### src/rtl/byte_serial_adder_if.sv
// Request/response and external 8-bit adder signals of byte_serial_adder.
// slave is the controller's view; master is the surrounding environment.
interface byte_serial_adder_if #(
  parameter int NBYTES = 4
);
  localparam int W = 8 * NBYTES;

  logic         start;
  logic [W-1:0] op_a;
  logic [W-1:0] op_b;
  logic         cin;
  logic         busy;
  logic         done;
  logic [W-1:0] result;
  logic         carry_out;
  logic [7:0]   add_a;
  logic [7:0]   add_b;
  logic         add_cin;
  logic [7:0]   add_sum;
  logic         add_cout;

  modport slave (
    input  start, op_a, op_b, cin, add_sum, add_cout,
    output busy, done, result, carry_out, add_a, add_b, add_cin
  );

  modport master (
    output start, op_a, op_b, cin, add_sum, add_cout,
    input  busy, done, result, carry_out, add_a, add_b, add_cin
  );
endinterface

### src/rtl/byte_serial_adder.sv
// Multi-byte adder that walks one byte per clock through a single external
// 8-bit ripple adder, chaining the carry through a register between bytes.
module byte_serial_adder #(
  parameter int NBYTES = 4
) (
  input  logic               clk,
  input  logic               rst,
  byte_serial_adder_if.slave bus
);
  localparam int IDXW = (NBYTES > 1) ? $clog2(NBYTES) : 1;
  localparam logic [IDXW-1:0] LAST_IDX = IDXW'(NBYTES - 1);

  typedef enum logic [1:0] {
    S_IDLE = 2'd0,
    S_RUN  = 2'd1,
    S_DONE = 2'd2
  } state_t;

  state_t                  r_state;
  state_t                  w_next;
  logic [NBYTES-1:0][7:0]  r_op_a;
  logic [NBYTES-1:0][7:0]  r_op_b;
  logic [NBYTES-1:0][7:0]  r_work;
  logic [NBYTES-1:0][7:0]  r_result;
  logic [NBYTES-1:0][7:0]  w_final;
  logic [IDXW-1:0]         r_idx;
  logic                    r_carry;
  logic                    r_carry_out;
  logic                    w_accept;
  logic                    w_run;
  logic                    w_last;

  assign w_run  = (r_state == S_RUN);
  assign w_last = w_run && (r_idx == LAST_IDX);

  always_comb begin
    w_next   = r_state;
    w_accept = 1'b0;
    case (r_state)
      S_IDLE: begin
        if (bus.start) begin
          w_next   = S_RUN;
          w_accept = 1'b1;
        end
      end
      S_RUN: begin
        if (r_idx == LAST_IDX) w_next = S_DONE;
      end
      S_DONE: begin
        if (bus.start) begin
          w_next   = S_RUN;
          w_accept = 1'b1;
        end else begin
          w_next = S_IDLE;
        end
      end
      default: w_next = S_IDLE;
    endcase
  end

  // Top byte comes straight from the adder so completion needs no extra cycle.
  always_comb begin
    w_final             = r_work;
    w_final[NBYTES-1]   = bus.add_sum;
  end

  always_ff @(posedge clk or posedge rst) begin
    if (rst) r_state <= S_IDLE;
    else     r_state <= w_next;
  end

  always_ff @(posedge clk or posedge rst) begin
    if (rst) begin
      r_op_a      <= '0;
      r_op_b      <= '0;
      r_work      <= '0;
      r_result    <= '0;
      r_idx       <= '0;
      r_carry     <= 1'b0;
      r_carry_out <= 1'b0;
    end else if (w_accept) begin
      r_op_a  <= bus.op_a;
      r_op_b  <= bus.op_b;
      r_carry <= bus.cin;
      r_idx   <= '0;
      r_work  <= '0;
    end else if (w_run) begin
      r_work[r_idx] <= bus.add_sum;
      r_carry       <= bus.add_cout;
      r_idx         <= w_last ? '0 : r_idx + IDXW'(1);
      if (w_last) begin
        r_result    <= w_final;
        r_carry_out <= bus.add_cout;
      end
    end
  end

  assign bus.add_a     = w_run ? r_op_a[r_idx] : 8'h00;
  assign bus.add_b     = w_run ? r_op_b[r_idx] : 8'h00;
  assign bus.add_cin   = w_run & r_carry;
  assign bus.busy      = w_run;
  assign bus.done      = (r_state == S_DONE);
  assign bus.result    = r_result;
  assign bus.carry_out = r_carry_out;
endmodule

### src/flat_wrapper.sv
// flat-port wrapper written by rule: the top's interface ports become plain ports
module byte_serial_adder_flat 
#(
  parameter int NBYTES = 4
)
  (clk, rst, bus_start, bus_op_a, bus_op_b, bus_cin, bus_add_sum, bus_add_cout, bus_busy, bus_done, bus_result, bus_carry_out, bus_add_a, bus_add_b, bus_add_cin);
  byte_serial_adder_if #(.NBYTES(NBYTES)) bus_i ();
  input  logic clk;
  input  logic rst;
  input wire logic [$bits(bus_i.start)-1:0] bus_start;
  input wire logic [$bits(bus_i.op_a)-1:0] bus_op_a;
  input wire logic [$bits(bus_i.op_b)-1:0] bus_op_b;
  input wire logic [$bits(bus_i.cin)-1:0] bus_cin;
  input wire logic [$bits(bus_i.add_sum)-1:0] bus_add_sum;
  input wire logic [$bits(bus_i.add_cout)-1:0] bus_add_cout;
  output wire logic [$bits(bus_i.busy)-1:0] bus_busy;
  output wire logic [$bits(bus_i.done)-1:0] bus_done;
  output wire logic [$bits(bus_i.result)-1:0] bus_result;
  output wire logic [$bits(bus_i.carry_out)-1:0] bus_carry_out;
  output wire logic [$bits(bus_i.add_a)-1:0] bus_add_a;
  output wire logic [$bits(bus_i.add_b)-1:0] bus_add_b;
  output wire logic [$bits(bus_i.add_cin)-1:0] bus_add_cin;
  assign bus_i.start = bus_start;
  assign bus_i.op_a = bus_op_a;
  assign bus_i.op_b = bus_op_b;
  assign bus_i.cin = bus_cin;
  assign bus_i.add_sum = bus_add_sum;
  assign bus_i.add_cout = bus_add_cout;
  assign bus_busy = bus_i.busy;
  assign bus_done = bus_i.done;
  assign bus_result = bus_i.result;
  assign bus_carry_out = bus_i.carry_out;
  assign bus_add_a = bus_i.add_a;
  assign bus_add_b = bus_i.add_b;
  assign bus_add_cin = bus_i.add_cin;
  byte_serial_adder #(.NBYTES(NBYTES)) u_core (.clk(clk), .rst(rst), .bus(bus_i));
endmodule
### config.mk
export PLATFORM = sky130hd
export DESIGN_NAME = byte_serial_adder_flat
export DESIGN_NICKNAME = d
export VERILOG_FILES = /design/src/rtl/byte_serial_adder_if.sv /design/src/rtl/byte_serial_adder.sv /design/src/flat_wrapper.sv
export SDC_FILE = /design/constraint.sdc
export NUM_CORES = 1
export LEC_CHECK = 0
export ABC_CLOCK_PERIOD_IN_PS = 9600
export BUFFER_PORTS_ARGS = -buffer_cell sky130_fd_sc_hd__buf_2
export CAP_MARGIN = 40
export CORE_ASPECT_RATIO = 0.9
export CORE_MARGIN = 10
export CORE_UTILIZATION = 45
export CTS_BUF_LIST = sky130_fd_sc_hd__clkbuf_4
export CTS_CLUSTER_SIZE = 12
export DETAILED_ROUTE_END_ITERATION = 8
export PLACE_DENSITY = 0.69
export SYNTH_ARGS = -nofsm -noshare
export SYNTH_HDL_FRONTEND = slang
export SYNTH_SLANG_ARGS = --single-unit
### constraint.sdc
create_clock -name clk -period 9.6 [get_ports clk]
set_clock_uncertainty 0.05 [all_clocks]
set_input_delay 0.48 -clock clk [delete_from_list [all_inputs] [get_ports clk]]
set_output_delay 0.48 -clock clk [all_outputs]
set_load 0.02 [all_outputs]
==> impl_metrics.py <==
metrics = {
    "timing": {
        "fmax_ghz": 0.338,
        "tightest_slew_ps": 781,
        "period_share": 0.308,
        "fin_ws_ps": 6650,
        "slew_violations": 0,
        "rsz0062_at_grt": "no",
        "fin_setup_tns_ps": 0,
        "min_period_ps": 2950,
        "whs_ps": 65.7,
        "final-hold-violation-count": 0,
        "setup_viol": 0,
        "slew_headroom": 0.479,
    },
    "power_and_ir_drop": {
        "p_per_area_mw_per_mm2": 358,
        "p_int_mw": 1.52,
        "p_switching_mw": 0.827,
        "p_seq_frac": 0.396,
        "ir_drop_mv": 0.176,
        "power_frac_clock": 0.190,
        "pwr-share-comb": 0.415,
        "p_sw_frac": 0.352,
        "leakage_nw": 3.11,
    },
    "placement": {
        "post-place-ws_ps": 7150,
        "dp_hpwl_um": 8630,
        "gp_congestion": 0.797,
        "port_buffers": 128,
    },
    "critical_path": {
        "reg2reg_slack_ps": 7310,
        "reg2reg_depth": 4,
        "crit_chain": "buf_4 -> mux4_1 -> and2_1 -> buf_2",
        "cp.depth": 4,
        "required_ps": 9070,
        "arrival_ps": 2420,
        "cp-end-kind": "primary output",
        "r2r_end": "u_core.r_op_a[0]$_DFFE_PP0P_",
        "slowest_stage": "dfrtp_1",
        "crit_family": "flip-flops",
        "rr_startpoint": "u_core.r_state[0]$_DFFE_PP0P_",
        "path_buf_inv": 2,
        "crit_path_start_kind": "flip-flop",
        "cp_max_fo": 12,
        "cp-startpoint": "u_core.r_idx[0]$_DFFE_PP0P_",
        "crit_end": "bus_add_b[5]",
        "path_class": "flip-flop to primary output",
        "crit_path_max_incr_delay_ps": 680,
    },
    "drt": {
        "drt_iter0_markers": 173,
        "dr.pass1.iters": 4,
        "ant_nets": 0,
        "wl_per_cell_um": 17.5,
        "viasPerCell": 5.15,
        "drc_errors": 0,
        "vias": 3496,
        "routed_wl_um": 11900,
    },
    "die": {
        "start_util": 0.456,
        "dieArea_mm2": 0.0169,
        "core-area_mm2": 0.0119,
        "ios": 129,
        "fp.dieH_um": 124,
        "rows": 38,
        "die_w_um": 136,
    },
    "yosys": {
        "synth_seq_cells": 126,
        "ys_seq_area_frac": 0.580,
        "synth_cells": 378,
        "yosys_warnings": 0,
        "syn_area_mm2": 0.00544,
        "syn_nets": 459,
        "yosysUniqueCellTypes": 27,
        "avgSynthCellArea_um2": 14.4,
    },
    "clock_tree": {
        "ctsHoldBuffers": 0,
        "clk_latency_ps": 490,
        "cts_resized": 0,
        "cts_tree": "done",
        "cts-buffers-inserted": 17,
        "root_buffer": "clkbuf_4",
        "ctsHtreeMaxLevel": 4,
        "postCtsSetupBuffers": 0,
        "clk_pin_slew_ps": 110,
        "numClockSinks": 126,
        "clockBufferDepth": 2,
    },
    "job": {
        "maxCapViolations": 0,
    },
    "global_routing": {
        "grt_max_degree": 66,
        "grtUsageMet1": 0.177,
        "grtUsageTotal": 0.142,
        "grt_antenna_before_repair": 3,
        "use_met2": 0.209,
        "grt.busiest_layer": "met2",
        "grt_remaining_overflow": 0,
        "grt_pass1_wl_um": 19200,
        "met3_usage": 0.0762,
        "grt_pass1_vias": 3758,
    },
    "cells_and_area": {
        "fillers": 1030,
        "nNetsFinal": 586,
        "drive_gt1_frac": 0.521,
        "syn_to_final_growth_pct": 20.4,
    },
    "hold_path": {
        "hp-class": "primary input to asynchronous set/reset pin",
    },
    "run_status": {
        "status": "completed",
    },
}
layer usage:
metal | vias to the layer above | share of wire
met4 | 4 | 0.012
met1 | 1732 | 0.44
li1 | 1619 | -
met5 | - | 0.0023
met3 | 19 | 0.097
met2 | 122 | 0.45
registers in the layout (all words and copies together), names as in the netlist:
register	cells
u_core.r_state	2
u_core.r_op_a	32
u_core.r_work	24
u_core.r_idx	2
u_core.bus.carry_out	1
u_core.bus.result	32
u_core.r_op_b	32
u_core.r_carry	1
synthesized netlist by cell type:
master      n  share of area
a21oi_1    25          0.023
and2_1     17          0.020
buf_12      1         0.0037
buf_2       8         0.0074
buf_4       7         0.0097
buf_6       4         0.0083
clkbuf_1    5         0.0035
dfrtp_1   126           0.58
ha_1        4         0.0092
inv_1       4         0.0028
inv_4       1         0.0012
mux2_1      1         0.0021
mux2_2     96           0.20
mux2i_1     1         0.0018
mux4_1      9          0.043
mux4_2      7          0.029
nand2_1    27          0.019
nand2_4     1         0.0021
nand2b_4    1         0.0025
nand3_1    24          0.022
nand3b_1    3         0.0041
nor2b_1     1         0.0012
nor2b_2     1         0.0016
o21ai_0     1        0.00092
o21bai_1    1         0.0014
o31ai_1     1         0.0014
or3_1       1         0.0012
logic make-up (layout without fill, tap and decap cells):
group / count (synthesis) / count (layout) / synth area share
simple gates: 76 / 76 / 0.0729
compound gates: 28 / 28 / 0.0267
fa+ha+maj: 4 / 4 / 0.00920
flops: 126 / 126 / 0.580
other cells: 0 / 1 / 0
buf+inv: 30 / 170 / 0.0363
mux: 114 / 114 / 0.275
worst reg2reg max path, stage by stage, from the launching register on:
cell and delay [ps]:
dfrtp_1 490, nor2b_4 430, buf_16 240, buf_4 530, mux2_2 440
power groups by stage:
stage	Combinational [mW]	Sequential (mW)	Clock, mW
6_report	0.972	0.928	0.445
3_5_place_dp	0.990	0.942	0
4_1_cts	0.992	0.931	0.458
3_3_place_gp	0.937	0.935	0
2_1_floorplan	0.686	0.959	0
5_1_grt	1.06	0.960	0.485
worst min-delay path by stage:
stage | from | endpoint | cells past startpoint
2_1_floorplan | u_core.r_op_b[10]$_DFFE_PP0P_ | u_core.r_op_b[10]$_DFFE_PP0P_ | 1
3_3_place_gp | u_core.bus.result[30]$_DFFE_PP0P_ | u_core.bus.result[30]$_DFFE_PP0P_ | 1
3_5_place_dp | u_core.bus.result[30]$_DFFE_PP0P_ | u_core.bus.result[30]$_DFFE_PP0P_ | 1
4_1_cts | rst | u_core.r_work[21]$_DFFE_PP0P_ | 2
5_1_grt | rst | u_core.r_work[21]$_DFFE_PP0P_ | 2
6_report | rst | u_core.r_work[21]$_DFFE_PP0P_ | 2
cell type report:
| cell class | count | area, um^2 | area share |
|---|---|---|---|
| sequential | 126 | 3150 | 0.482 |
| multi-input combinational | 222 | 2090 | 0.320 |
| timing repair buffer | 133 | 718 | 0.110 |
| clock inverter | 14 | 221 | 0.0338 |
| tap | 160 | 200 | 0.0306 |
| clock buffer | 18 | 135 | 0.0206 |
| inverter | 5 | 23.8 | 0.00363 |
| antenna | 1 | 2.50 | 0.000382 |
cells in the final DEF (no fill, tap or decap):
cell	instances
inv_4	2
diode_2	1
dfrtp_1	126
mux2_1	1
clkinv_1	3
a21oi_1	25
mux4_1	9
nor2b_4	1
bufinv_16	6
nand3b_1	3
o21bai_1	1
buf_16	2
o31ai_1	1
buf_4	3
ha_1	4
nand3_1	24
clkbuf_4	18
mux2_2	96
and2_1	17
or3_1	1
inv_1	3
mux4_2	7
nand2_1	27
o21ai_0	1
nor2b_1	1
nand2_4	1
mux2i_1	1
nand2b_4	1
buf_2	128
clkinv_2	3
clkinvlp_4	2
metrics by stage:
step / total power [mW] / area, um^2 / cells / util
final: 2.35 / 6550 / 679 / 0.549
after global routing: 2.51 / 6550 / 678 / 0.548
after CTS: 2.38 / 6550 / 678 / 0.548
after detailed placement: 1.93 / 6190 / 646 / 0.519
after global placement: 1.87 / 6130 / 644 / 0.514
after floorplan: 1.65 / 5440 / 378 / -
Power figures use the tool's default switching activity.
